$ cat src/rtl/collision_edge_detector_if.sv
// Pixel-stream inputs and collision-report outputs of the collision edge detector.
// slave = detector side, master = pixel source / report consumer side.
interface collision_edge_detector_if;
    logic               startOfFrame;
    logic signed [10:0] pixelX;
    logic signed [10:0] pixelY;
    logic signed [10:0] topLeftX;
    logic signed [10:0] topLeftY;
    logic               smileyDrawingRequest;
    logic               brickDrawingRequest;
    logic               collision;
    logic [3:0]         HitEdgeCode;
    logic               lockoutActive;

    modport slave (
        input  startOfFrame, pixelX, pixelY, topLeftX, topLeftY,
               smileyDrawingRequest, brickDrawingRequest,
        output collision, HitEdgeCode, lockoutActive
    );

    modport master (
        output startOfFrame, pixelX, pixelY, topLeftX, topLeftY,
               smileyDrawingRequest, brickDrawingRequest,
        input  collision, HitEdgeCode, lockoutActive
    );
endinterface

$ cat src/rtl/collision_edge_detector.sv
// Classifies smiley/brick overlap pixels by smiley edge, reports once per frame.
// Latency: report pulse one clock after the startOfFrame that closes the frame.
// Backpressure: none; every pixel is sampled each clock, reports are fire-and-forget.
module collision_edge_detector #(
    parameter int OBJ_WIDTH      = 32,
    parameter int OBJ_HEIGHT     = 32,
    parameter int EDGE_MARGIN    = 4,
    parameter int LOCKOUT_FRAMES = 2
) (
    input  logic                      clk,
    input  logic                      resetN,
    collision_edge_detector_if.slave  bus
);

    localparam int CW = (LOCKOUT_FRAMES > 0) ? $clog2(LOCKOUT_FRAMES + 1) : 1;

    localparam logic signed [11:0] W_S    = 12'(OBJ_WIDTH);
    localparam logic signed [11:0] H_S    = 12'(OBJ_HEIGHT);
    localparam logic signed [11:0] M_S    = 12'(EDGE_MARGIN);
    localparam logic signed [11:0] R_TH_S = 12'(OBJ_WIDTH - EDGE_MARGIN);
    localparam logic signed [11:0] B_TH_S = 12'(OBJ_HEIGHT - EDGE_MARGIN);

    typedef enum logic [1:0] {
        S_ACCUM   = 2'd0,
        S_REPORT  = 2'd1,
        S_LOCKOUT = 2'd2
    } state_t;

    state_t             state;
    logic [3:0]         acc;
    logic [CW-1:0]      lock_cnt;

    logic signed [11:0] off_x;
    logic signed [11:0] off_y;
    logic               in_box;
    logic [3:0]         edge_bits;
    logic               sample_vld;

    // Sign-extend before subtracting so extreme coordinates cannot wrap.
    assign off_x = {bus.pixelX[10], bus.pixelX} - {bus.topLeftX[10], bus.topLeftX};
    assign off_y = {bus.pixelY[10], bus.pixelY} - {bus.topLeftY[10], bus.topLeftY};

    assign in_box = !off_x[11] && (off_x < W_S) && !off_y[11] && (off_y < H_S);

    assign edge_bits = in_box ? {(off_x < M_S), (off_y < M_S),
                                 (off_x >= R_TH_S), (off_y >= B_TH_S)} : 4'b0000;

    assign sample_vld = bus.smileyDrawingRequest & bus.brickDrawingRequest
                      & in_box & ~bus.startOfFrame;

    always_ff @(posedge clk or negedge resetN) begin
        if (!resetN) begin
            state             <= S_ACCUM;
            acc               <= 4'b0000;
            lock_cnt          <= '0;
            bus.collision     <= 1'b0;
            bus.HitEdgeCode   <= 4'b0000;
            bus.lockoutActive <= 1'b0;
        end else begin
            case (state)
                S_ACCUM: begin
                    if (bus.startOfFrame) begin
                        if (acc != 4'b0000) begin
                            bus.HitEdgeCode   <= acc;
                            acc               <= 4'b0000;
                            state             <= S_REPORT;
                            bus.collision     <= 1'b1;
                            bus.lockoutActive <= 1'b1;
                        end
                    end else if (sample_vld) begin
                        acc <= acc | edge_bits;
                    end
                end

                // Frame pulses seen here are deliberately not counted toward lockout.
                S_REPORT: begin
                    bus.collision <= 1'b0;
                    acc           <= 4'b0000;
                    if (LOCKOUT_FRAMES == 0) begin
                        state             <= S_ACCUM;
                        bus.lockoutActive <= 1'b0;
                    end else begin
                        state    <= S_LOCKOUT;
                        lock_cnt <= CW'(LOCKOUT_FRAMES);
                    end
                end

                S_LOCKOUT: begin
                    acc <= 4'b0000;
                    if (bus.startOfFrame) begin
                        if (lock_cnt <= CW'(1)) begin
                            lock_cnt          <= '0;
                            state             <= S_ACCUM;
                            bus.lockoutActive <= 1'b0;
                        end else begin
                            lock_cnt <= lock_cnt - CW'(1);
                        end
                    end
                end

                default: begin
                    state             <= S_ACCUM;
                    acc               <= 4'b0000;
                    lock_cnt          <= '0;
                    bus.collision     <= 1'b0;
                    bus.lockoutActive <= 1'b0;
                end
            endcase
        end
    end

endmodule
$ cat src/flat_wrapper.sv
// flat-port wrapper written by rule: the top's interface ports become plain ports
module collision_edge_detector_flat 
#(
    parameter int OBJ_WIDTH      = 32,
    parameter int OBJ_HEIGHT     = 32,
    parameter int EDGE_MARGIN    = 4,
    parameter int LOCKOUT_FRAMES = 2
)
  (clk, resetN, bus_startOfFrame, bus_pixelX, bus_pixelY, bus_topLeftX, bus_topLeftY, bus_smileyDrawingRequest, bus_brickDrawingRequest, bus_collision, bus_HitEdgeCode, bus_lockoutActive);
  collision_edge_detector_if bus_i ();
  input  logic clk;
  input  logic resetN;
  input wire logic [$bits(bus_i.startOfFrame)-1:0] bus_startOfFrame;
  input wire logic [$bits(bus_i.pixelX)-1:0] bus_pixelX;
  input wire logic [$bits(bus_i.pixelY)-1:0] bus_pixelY;
  input wire logic [$bits(bus_i.topLeftX)-1:0] bus_topLeftX;
  input wire logic [$bits(bus_i.topLeftY)-1:0] bus_topLeftY;
  input wire logic [$bits(bus_i.smileyDrawingRequest)-1:0] bus_smileyDrawingRequest;
  input wire logic [$bits(bus_i.brickDrawingRequest)-1:0] bus_brickDrawingRequest;
  output wire logic [$bits(bus_i.collision)-1:0] bus_collision;
  output wire logic [$bits(bus_i.HitEdgeCode)-1:0] bus_HitEdgeCode;
  output wire logic [$bits(bus_i.lockoutActive)-1:0] bus_lockoutActive;
  assign bus_i.startOfFrame = bus_startOfFrame;
  assign bus_i.pixelX = bus_pixelX;
  assign bus_i.pixelY = bus_pixelY;
  assign bus_i.topLeftX = bus_topLeftX;
  assign bus_i.topLeftY = bus_topLeftY;
  assign bus_i.smileyDrawingRequest = bus_smileyDrawingRequest;
  assign bus_i.brickDrawingRequest = bus_brickDrawingRequest;
  assign bus_collision = bus_i.collision;
  assign bus_HitEdgeCode = bus_i.HitEdgeCode;
  assign bus_lockoutActive = bus_i.lockoutActive;
  collision_edge_detector #(.OBJ_WIDTH(OBJ_WIDTH), .OBJ_HEIGHT(OBJ_HEIGHT), .EDGE_MARGIN(EDGE_MARGIN), .LOCKOUT_FRAMES(LOCKOUT_FRAMES)) u_core (.clk(clk), .resetN(resetN), .bus(bus_i));
endmodule
$ cat config.mk
export PLATFORM = sky130hd
export DESIGN_NAME = collision_edge_detector_flat
export DESIGN_NICKNAME = d
export VERILOG_FILES = /design/src/rtl/collision_edge_detector_if.sv /design/src/rtl/collision_edge_detector.sv /design/src/flat_wrapper.sv
export SDC_FILE = /design/constraint.sdc
export NUM_CORES = 1
export LEC_CHECK = 0
export ABC_AREA = 1
export CAP_MARGIN = 0
export CORE_ASPECT_RATIO = 1.1
export CORE_UTILIZATION = 50
export DETAILED_ROUTE_END_ITERATION = 7
export PLACE_DENSITY = 0.86
export SLEW_MARGIN = 20
export SYNTH_ARGS = -nofsm -noshare
export SYNTH_HDL_FRONTEND = slang
export SYNTH_SLANG_ARGS = --single-unit
$ cat constraint.sdc
create_clock -name clk -period 1.81 [get_ports clk]
set_input_delay 0.543 -clock clk [delete_from_list [all_inputs] [get_ports clk]]
set_output_delay 0.543 -clock clk [all_outputs]
set_load 0.02 [all_outputs]
==> results.ini <==
[sta]
fmax_mhz=395
grt_setup_unrepaired=true
drv_slew=0
final_min_period_over_clock_period_pct=140
hold_viol=0
fin_ws_ps=-722
fin_skew_ps=4.04
fin_hold_ws_ps=513
setup_violations=7
slew_headroom_pct=76.8
tightest_slew_ps=345
fin_crit_ps=2530

[logic_synthesis]
synthTopCellsByArea=nand2_1 22%, dfrtp_1 16%, ha_1 14%
syn_inst=367
synth_nets=443
yosysWarnings=0
yosysSeqAreaShare_pct=16.2
syn_area_mm2=0.00217
avgSynthCellArea_um2=5.90
yosysTopAreaCell=nand2_1
ys_seq_elements=14
netlist.area_leader.share_pct=21.8
synth_cell_types=27

[global_route]
grt-ovfl-total=0
grt_pass1_vias=2909
grt_usage_pct=34.0
grt_antenna_before_repair=1
grt_pass1_wl_um=12500
grt_max_degree=15

[setup_path]
crit_path_start_kind=primary input
worst-path-max-fanout=4
reg2reg_depth=11
worst_ep_required_time_ps=1960
crit_arrival_ps=2680
worstSetupPathType=in2reg
timing.rr.start=u_core.state[0]$_DFFE_PN0P_
critPathCaptureType=register
reg2reg_slack_ps=-300
rr_endpoint=u_core.acc[1]$_DFFE_PN0P_

[clock_tree]
clk_latency_ps=250
clock_path_buffers=2
cts_buffers=3
cts_tree=built
cts-root-buf=clkbuf_8
worst_setup_hold_path_clk_slew_ps=60
htree_levels=1
cts_hold_buf=0
cts_sinks=14

[die]
core-area_mm2=0.00405
start_util_pct=53.5
ios=55
dieWidth_um=64.8
die_area_mm2=0.00460
die_y_um=71.0
row_count=24

[drt]
finalWirelength_um=10200
wire_per_inst_um=19.4
vias=3239
drc_errors=4
via_per_inst=6.18
dr.pass1.iters=8
antenna_left=0
first_iter_violations=491

[status]
failed_checks=design-rule violations, negative setup slack
status=finished, violations left

[final_layout]
stdcell_count=524
seq_area_um2=350
layout_common_cells=94 x nand2_1, 48 x inv_1, 42 x buf_4
mostFrequentLayoutCell=nand2_1
fillers=166
multiInputGateArea_mm2=0.00214
n_antenna_cell=0
num-nets-final=549
drive_gt1_share_pct=44.7
area_growth_pct=72.6

[placement]
routabilityCongestion=0.926
hpwl_um=4580
io_buffers=54
dp.cells=509

[pwr]
power.leakage_nw=1.90
power.density_mw_per_mm2=640
vdd_ir_drop_max_v=0.000477

[job]
max_cap_viol_count=0

[hold_path]
hp-class=reg2reg
holdPathEnd=u_core.bus.lockoutActive$_DFFE_PN0P_
holdCritStartpoint=u_core.bus.lockoutActive$_DFFE_PN0P_
min_path_cells=1

repair_timing:
item / CTS / global route
buffers inserted: 5 / 6
setup endpoints to repair: 4 / 5
pin swaps: 66 / 69
resized for setup: 145 / 95
Yosys cell counts (all sizes together):
cell type,n
a21oi,16
nor3,1
o21a,1
fa,2
o21ai,9
nor2,32
nand2,133
or2,1
nand4,9
nand3b,4
inv,80
and2,2
xnor2,2
ha,25
o21bai,1
nand3,29
dfrtp,14
o211ai,1
xor2,5
kinds of logic (layout without fill, tap and decap cells):
kind of cell | Yosys count | after routing | synth area share (%)
fa+ha+maj | 27 | 27 | 16.3
flops | 14 | 14 | 16.2
xor+xnor | 7 | 7 | 2.83
buf+inv | 80 | 185 | 13.9
simple gates | 211 | 211 | 43.7
compound gates | 28 | 28 | 7.16
metrics by stage:
| step | util [%] | total power [mW] | area [µm²] | TNS, ps | setup slack, ps |
|---|---|---|---|---|---|
| global placement | 77.3 | 1.51 | 3130 | -3680 | -887 |
| floorplan | - | 1.09 | 2260 | -944 | -248 |
| global route | 92.3 | 2.47 | 3740 | -3270 | -788 |
| finish | 92.3 | 2.39 | 3740 | -2660 | -722 |
| detailed placement | 77.3 | 1.56 | 3130 | -4150 | -996 |
| CTS | 87.8 | 2.03 | 3560 | -1310 | -342 |
report_power, final:
group	total [mW]	switching, mW	internal, mW
clock	0.320	0.127	0.193
combinational	1.67	0.986	0.685
sequential	0.402	0.0389	0.363
total	2.39	1.15	1.24
flip-flops by register name (all words and copies together) (netlist names):
| register | cells |
|---|---|
| u_core.bus.collision | 1 |
| u_core.acc | 4 |
| u_core.state | 2 |
| u_core.lock_cnt | 2 |
| u_core.bus.HitEdgeCode | 4 |
| u_core.bus.lockoutActive | 1 |
per-layer routing:
| layer | vias up | share of wire (%) | wire length [µm] | global-route usage, % |
|---|---|---|---|---|
| met5 | - | 0.079 | 8 | 0 |
| li1 | 1341 | - | - | - |
| met3 | 125 | 10 | 1020 | 3.87 |
| met4 | 2 | 9.5 | 965 | 17.5 |
| met1 | 1443 | 32 | 3280 | 34.9 |
| met2 | 328 | 48 | 4910 | 66.0 |
layout make-up:
cell class / instances / area share [%]
Sequential cell: 14 / 9.36
Inverter: 80 / 8.70
Timing Repair Buffer: 101 / 21.6
Multi-Input combinational cell: 273 / 57.2
Clock buffer: 4 / 1.47
Tap cell: 52 / 1.74
how the worst max path moves through the flow:
stage                       start                        end  slack, ps  depth (start not counted)
finish              bus_pixelX[3]  u_core.acc[1]$_DFFE_PN0P_       -720                         15
detailed placement  bus_pixelX[0]  u_core.acc[1]$_DFFE_PN0P_      -1000                         16
floorplan           bus_pixelX[0]  u_core.acc[0]$_DFFE_PN0P_       -250                         15
CTS                 bus_pixelX[0]  u_core.acc[1]$_DFFE_PN0P_       -340                         16
global route        bus_pixelX[3]  u_core.acc[1]$_DFFE_PN0P_       -790                         15
global placement    bus_pixelX[0]  u_core.acc[0]$_DFFE_PN0P_       -890                         16
worst max-delay path, stage by stage:
cell and delay, ps:
dlygate4sd2_1 260, ha_4 300, buf_6 110, nand3_4 80, nand3_4 80, nand2_2 60, nand2_1 70, nand2_1 90
nand2_1 180, nand3_2 120, nor2_4 190, nand3_4 110, nor2_4 150, nand2_2 80, a21oi_2 250
Note: power is estimated with default switching activity, not from simulation.
